===== src/rtl/seg_display_scheduler.sv =====
// Display source scheduler for a 4-digit BCD seven-segment display.
// Arbitrates between a BCD game timer, a serially converted mine count and a timed message overlay.
module seg_display_scheduler #(
    parameter int unsigned TICK_DIV        = 100_000_000,
    parameter int unsigned MSG_HOLD_CYCLES = 200_000_000
) (
    input  logic        clk,
    input  logic        rst,
    input  logic        timer_run_i,
    input  logic        timer_clr_i,
    input  logic [7:0]  mine_left_i,
    input  logic        view_toggle_i,
    input  logic        msg_req_i,
    input  logic [15:0] msg_code_i,
    output logic [15:0] seg_8421_code_o,
    output logic        view_o,
    output logic        msg_active_o,
    output logic        conv_busy_o
);
    localparam int unsigned PW = (TICK_DIV > 1) ? $clog2(TICK_DIV) : 1;
    localparam int unsigned HW = (MSG_HOLD_CYCLES > 1) ? $clog2(MSG_HOLD_CYCLES) : 1;

    typedef enum logic [1:0] {
        VIEW_TIMER = 2'd0,
        VIEW_MINES = 2'd1,
        MSG        = 2'd2
    } state_t;

    state_t      state;
    logic [PW-1:0] presc;
    logic [15:0] timer_bcd;
    logic [7:0]  mine_latched;
    logic [7:0]  bin_sh;
    logic [11:0] scratch;
    logic [11:0] mine_bcd;
    logic [2:0]  iter;
    logic [15:0] msg_code;
    logic [HW-1:0] hold;
    logic        view_next;
    logic [11:0] adj;
    logic [11:0] scratch_next;

    // Decimal ripple increment of a packed 4-digit BCD value.
    function automatic logic [15:0] bcd_inc(input logic [15:0] v);
        logic [15:0] r;
        logic        carry;
        r     = v;
        carry = 1'b1;
        for (int i = 0; i < 4; i++) begin
            if (carry) begin
                if (r[4*i +: 4] == 4'd9) begin
                    r[4*i +: 4] = 4'd0;
                end else begin
                    r[4*i +: 4] = r[4*i +: 4] + 4'd1;
                    carry       = 1'b0;
                end
            end
        end
        return r;
    endfunction

    // Game timer: prescaler plus saturating BCD seconds count.
    always_ff @(posedge clk or posedge rst) begin
        if (rst) begin
            presc     <= '0;
            timer_bcd <= '0;
        end else if (timer_clr_i) begin
            presc     <= '0;
            timer_bcd <= '0;
        end else if (timer_run_i) begin
            if (presc == PW'(TICK_DIV - 1)) begin
                presc <= '0;
                if (timer_bcd != 16'h9999) begin
                    timer_bcd <= bcd_inc(timer_bcd);
                end
            end else begin
                presc <= presc + PW'(1);
            end
        end
    end

    // One double-dabble step: add-3 correction then shift in the next binary bit.
    always_comb begin
        adj = scratch;
        for (int i = 0; i < 3; i++) begin
            if (scratch[4*i +: 4] >= 4'd5) begin
                adj[4*i +: 4] = scratch[4*i +: 4] + 4'd3;
            end
        end
        scratch_next = {adj[10:0], bin_sh[7]};
    end

    // Serial binary-to-BCD engine; new input only considered while idle.
    always_ff @(posedge clk or posedge rst) begin
        if (rst) begin
            mine_latched <= '0;
            bin_sh       <= '0;
            scratch      <= '0;
            mine_bcd     <= '0;
            iter         <= '0;
            conv_busy_o  <= 1'b0;
        end else if (!conv_busy_o) begin
            if (mine_left_i != mine_latched) begin
                mine_latched <= mine_left_i;
                bin_sh       <= mine_left_i;
                scratch      <= '0;
                iter         <= '0;
                conv_busy_o  <= 1'b1;
            end
        end else begin
            scratch <= scratch_next;
            bin_sh  <= {bin_sh[6:0], 1'b0};
            iter    <= iter + 3'd1;
            if (iter == 3'd7) begin
                mine_bcd    <= scratch_next;
                conv_busy_o <= 1'b0;
            end
        end
    end

    assign view_next = view_o ^ view_toggle_i;

    // View/message state machine with registered display mux.
    always_ff @(posedge clk or posedge rst) begin
        if (rst) begin
            state           <= VIEW_TIMER;
            view_o          <= 1'b0;
            msg_active_o    <= 1'b0;
            msg_code        <= '0;
            hold            <= '0;
            seg_8421_code_o <= '0;
        end else begin
            view_o <= view_next;
            if (msg_req_i) begin
                msg_code     <= msg_code_i;
                hold         <= HW'(MSG_HOLD_CYCLES - 1);
                state        <= MSG;
                msg_active_o <= 1'b1;
            end else if (state == MSG) begin
                if (hold == '0) begin
                    state        <= view_next ? VIEW_MINES : VIEW_TIMER;
                    msg_active_o <= 1'b0;
                end else begin
                    hold <= hold - HW'(1);
                end
            end else begin
                state <= view_next ? VIEW_MINES : VIEW_TIMER;
            end

            case (state)
                MSG:        seg_8421_code_o <= msg_code;
                VIEW_MINES: seg_8421_code_o <= {4'h0, mine_bcd};
                default:    seg_8421_code_o <= timer_bcd;
            endcase
        end
    end
endmodule


===== config.mk =====
export PLATFORM = sky130hd
export DESIGN_NAME = seg_display_scheduler
export DESIGN_NICKNAME = d
export VERILOG_FILES = /design/src/rtl/seg_display_scheduler.sv
export SDC_FILE = /design/constraint.sdc
export NUM_CORES = 1
export LEC_CHECK = 0
export CAP_MARGIN = 20
export CORE_MARGIN = 3
export CORE_UTILIZATION = 45
export CTS_CLUSTER_SIZE = 25
export DETAILED_ROUTE_END_ITERATION = 7
export HOLD_SLACK_MARGIN = 0.06
export MAX_ROUTING_LAYER = met4
export PLACE_DENSITY = 0.76
export SYNTH_ARGS = -nofsm -noshare
export SYNTH_HDL_FRONTEND = slang
export SYNTH_SLANG_ARGS = --single-unit
export TNS_END_PERCENT = 100

===== constraint.sdc =====
create_clock -name clk -period 4.36 [get_ports clk]
set_clock_uncertainty 0.2 [all_clocks]
set_input_delay 0.436 -clock clk [delete_from_list [all_inputs] [get_ports clk]]
set_output_delay 0.436 -clock clk [all_outputs]
set_load 0.01 [all_outputs]

Word level (Yosys, flattened, before mapping)
Cells that the tools add are included.
{ "word_totals": {"ff_bits": 151, "n_memories": 0, "mem_bits_rw": 0, "latchBits": 0, "inputBits": 30, "rom_bits": 0} }
{ "classes": {"n_lt_le_gt_ge": 3, "n_mul": 0, "shifts": 0, "n_eq_ne": 12, "n_bitwise": 2, "div_mod_pow": 0, "n_reduce_logical": 18, "n_mux": 54, "n_addsub": 10} }
{ "op_table": {"columns": ["cell", "n"], "rows": [
  ["two-way mux 28 bit", 3],
  ["two-way mux 27 bit", 3],
  ["two-way mux 16 bit", 4],
  ["two-way mux 4 bit", 9],
  ["case mux 16 bit (2 select lines)", 1],
  ["logical NOT 28 bit", 1],
  ["subtractor 28 x 1 -> 28 bit, second input constant", 1],
  ["adder 27 x 1 -> 27 bit, second input constant", 1],
  ["equality test 27 bit, second input constant", 1],
  ["two-way mux 1 bit", 24],
  ["two-way mux 12 bit", 2],
  ["nonzero test 2 bit", 9],
  ["adder 4 x 1 -> 4 bit, second input constant", 4],
  ["equality test 4 bit, second input constant", 4],
  ["two-way mux 8 bit", 2],
  ["inequality test 16 bit, second input constant", 1],
  ["greater-or-equal comparator 4 x 3 -> 1 bit, second input constant", 3],
  ["AND reduction 4 bit", 3],
  ["two-way mux 3 bit", 3],
  ["adder 4 x 2 -> 4 bit, second input constant", 2],
  ["inequality test 8 bit", 1],
  ["AND reduction 2 bit", 4],
  ["two-way mux 2 bit", 3],
  ["adder 3 x 1 -> 3 bit, second input constant", 1],
  ["other kinds (9)", 9]
]} }

Depth between registers and ports, before layout
{ "depth": {"word_depth": 21, "mapped_depth": 9, "ltp_nobuf": 7} }

Worst setup path before layout
No wires, ideal clock.
{ "synth_path": {"kind": "reg-to-reg", "start": "reg presc[19]", "end": "reg timer_bcd[8]", "stages_incl_launch_ff": 7, "setup_time_ns": 0.078, "arrival_time_ns": 2.542, "setup_slack_ns": 1.540, "required_ns": 4.082, "path_cell_list": "dfrtp_1 > or4_1 > or4_4 > or3_4 > buf_6 > or4_1 > a21oi_1"} }
{ "synth_via": {"elab_chain_len": 3} }
{ "synth_lines": {"columns": ["item", "line", "source"], "rows": [
  ["from (decl)", "30", "logic [PW-1:0] presc;"],
  ["from (signal assigned)", "77", "presc <= presc + PW'(1);"],
  ["equality test 27 bit", "71", "if (presc == PW'(TICK_DIV - 1)) begin"],
  ["nonzero test 2 bit (no line)", null, null],
  ["AND reduction 4 bit (no line)", null, null],
  ["to (signal assigned)", "74", "timer_bcd <= bcd_inc(timer_bcd);"],
  ["to (decl)", "31", "logic [15:0] timer_bcd;"]
]} }
Every way passes these cells.
A chain may end at the register's enable or synchronous reset.

Worst setup path in the final report
{ "layout_path": {"start": "reg presc[17]", "end": "reg presc[16]"} }
{ "layout_via": {"elab_chain_len": 4} }
{ "layout_lines": {"columns": ["item", "line", "source"], "rows": [
  ["equality test 27 bit", "71", null],
  ["two-way mux 27 bit", "71", null],
  ["two-way mux 27 bit", "70", "end else if (timer_run_i) begin"],
  ["two-way mux 27 bit", "67", "end else if (timer_clr_i) begin"]
]} }
Every way passes these cells. The select of a mux whose other input is x is not followed.

==> impl_metrics.toml <==
[sta]
period_minus_slack_ps = 3140
setup_tns_ps = 0
fmax_ghz = 0.319
finalWorstSetupSlack_ps = 1220
setup_violations = 0
slew_headroom_pct = 36.0
worstMarginPinSlew_ps = 958
maxSlewViolCount = 0
rsz0062_at_grt = "no"
hold_viol = 0
post-route-period-util_pct = 71.9

[global_routing]
first_global_vias = 5425
grt_pass1_wl_um = 26000
track_usage_pct = 18.2
grt_overflow_total = 0
antenna_found_initial = 1
grt_max_degree = 62

[logic_synthesis]
synth_edf_count = 0
async_flop_share_pct = 100
synth_ff_type = "dfrtp_1"
synth.distinct_cells = 55
syn-num-nets = 779
yosysTopAreaCell = "dfrtp_1"
synth.avg_cell_area_sq_um = 10.2
synth-seq-cells = 151
syn_inst = 728
ys_seq_area_share_pct = 50.7
synth.top_cell.area_share_pct = 50.7
syn_area_sq_mm = 0.00745
synth_warnings = 0
ys_top_cells_by_area = "dfrtp_1 51%, mux2_2 5.3%, ha_1 3.5%"

[routing]
detail_route.wl_per_cell_um = 15.1
drt-total-wl_um = 15100
vias_per_cell = 5.49
drc = 0
drtIter0Drc = 405
vias = 5481
ant_nets = 0
dr.pass1.iters = 5

[setup_path]
setup.worst_path.end_class = "register"
cp_max_fo = 22
ff2ff_setup_slack_ps = 1220
start_kind = "register"
cp_slowest_stage_delay_ps = 640
critPathSlowestCell = "or2b_1"
r2r_cells = 5
cp.buffers_inverters = 0
r2r_start = "presc[17]"
critPathTopFamily = "simple AND/OR/NAND/NOR gates"
path_depth = 5
required_ps = 4440
worstPathArrival_ps = 3220
worst-setup-path-type = "register to register"
crit_chain = "or4_1 > or4_4 > or3_4 > or2b_1 > nor2_1"
r2r-end = "presc[16]"

[place]
hpwlAfterDp_um = 10300
io_buffers = 48
place_congestion = 0.836
dpl_worst_slack_ps = 1230

[worst_hold_path]
hold_start = "mine_bcd[8]"
whs_endpoint = "mine_bcd[8]"
min_path_type = "register to register"
hold_depth = 2

[power]
p_sw_w = 0.00118
pwr-share-seq_pct = 44.7
p_clk_share_pct = 35.4
p_sw_share_pct = 29.4
powerDensity_mw_per_mm2 = 460
intPower_w = 0.00283
leakage_nw = 3.54
pwr-share-comb_pct = 19.9
ir_worst_vdd_v = 0.000340

[cts]
cts_tree = "done"
cts_root_buf = "clkbuf_16"
cts_htree_levels = 4
cts_resized = 0
clockBufferDepth = 2
clk_latency_ps = 430
cts.reportedPaths.clkPinSlew_ps = 60
holdBufCountCts = 0
clkSinkCount = 151
post-cts-setup-buffers = 0
cts_buffers = 17

[layout]
final_layout_size_suffix_gt1_share_pct = 11.1
nets = 820
syn2layout_area_growth_pct = 17.0
final_util_pct = 54.3

[floorplanning]
io_pins = 49
fp-row-count = 46
start_util_pct = 46.4
dieHeight_um = 135
dieArea_sq_mm = 0.0181
die_x_um = 135
core_sq_mm = 0.0161

[status]
status = "finished, final reports clean"

[job]
cap_violations = 0
area by class of cell:
| type | instances | area, sq um |
|---|---|---|
| sequential | 151 | 3780 |
| inverter | 28 | 109 |
| clock buffer | 17 | 425 |
| antenna | 1 | 2.50 |
| fill | 1384 | 7340 |
| multi-input combinational | 515 | 3440 |
| clock inverter | 15 | 140 |
| tap | 216 | 270 |
| timing repair buffer | 56 | 553 |
per-layer routing:
layer  vias to the layer above  part of all wire [%]  routed length, um  global-route usage, %
li1                       2694                     -                  -                      -
met1                      2685                    47               7060                   23.8
met4                         0                   1.8                274                   6.45
met3                        22                   3.8                571                   4.25
met5                         -                     0                  0                      -
met2                        80                    48               7170                   28.1
kinds of logic (layout without fill, tap and decap cells):
logic type               Yosys count  in the layout  synth area share (%)
AND/OR/NAND/NOR                  267            267                  18.5
flip-flops                       151            151                  50.7
AO/OA/AOI/OAI                    130            130                  11.2
buffers and inverters             62            116                  3.24
multiplexers                      52             52                  7.57
XOR/XNOR                          45             45                  5.29
adder cells (fa/ha/maj)           21             21                  3.53
other                              0              1                     0
how the worst max path moves through the flow:
stage | from | endpoint | slack [ps]
2_1_floorplan | presc[19] | timer_bcd[8] | 1540
3_3_place_gp | presc[17] | presc[11] | 1250
3_5_place_dp | presc[17] | presc[13] | 1230
4_1_cts | presc[17] | presc[16] | 1200
5_1_grt | hold[14] | hold[6] | 1070
6_report | presc[17] | presc[16] | 1220
stage by stage:
step / std cells / power, W / hold slack, ps / cell area, sq um
after detailed placement: 966 / 0.00263 / 271 / 8150
after floorplan: 728 / 0.00238 / 249 / 7460
after CTS: 998 / 0.00406 / 285 / 8710
after global routing: 999 / 0.00425 / 323 / 8720
final: 999 / 0.00401 / 283 / 8720
after global placement: 966 / 0.00259 / 262 / 8150
power groups by stage:
| stage | Combinational [W] | Clock (W) | Sequential (W) |
|---|---|---|---|
| after floorplan | 0.000608 | 0 | 0.00178 |
| after detailed placement | 0.000812 | 0 | 0.00182 |
| after global placement | 0.000779 | 0 | 0.00181 |
| after CTS | 0.000815 | 0.00145 | 0.00179 |
| after global routing | 0.000915 | 0.00152 | 0.00182 |
| final | 0.000798 | 0.00142 | 0.00179 |
Yosys cell counts, types with 18 or more instances:
master,count
clkbuf_1,32
ha_1,21
mux2_2,35
or4_1,20
nor2_1,60
inv_1,28
nand2_1,69
dfrtp_1,151
o31ai_1,18
a21oi_1,32
o21ai_0,42
xnor2_1,30
tightest hold or removal path: cells and delay by family (launching register included):
family | cells | cell delay, ps
AO/OA/AOI/OAI | 1 | 60
flip-flops | 1 | 340
AND/OR/NAND/NOR | 1 | 50
cell usage in the layout, fill, tap and decap left out, drive strengths merged, types with 3 or more instances in the layout:
cell,netlist,final
a2111oi,3,3
a21oi,32,32
a221oi,5,5
a22o,6,6
a22oi,7,7
and2,5,5
buf,2,8
clkbuf,32,17
clkdlybuf4s50,0,48
clkinv,0,5
dfrtp,151,151
ha,21,21
inv,28,35
mux2,35,35
mux2i,17,17
nand2,69,69
nand2b,6,6
nand3,16,16
nand3b,6,6
nand4,15,15
nor2,60,60
nor2b,5,5
nor3,14,14
nor3b,4,4
nor4,16,16
o21ai,42,42
o31ai,18,18
or2,4,4
or3,18,18
or4,21,21
xnor2,30,30
xor2,15,15
state kept, by name (all words and copies together), names as in the netlist:
register,flops
hold,28
scratch,12
timer_bcd,16
view_o,1
mine_latched,8
msg_active_o,1
iter,3
mine_bcd,12
bin_sh,8
msg_code,16
presc,27
conv_busy_o,1
seg_8421_code_o,16
state,2
Power figures use the tool's default switching activity.
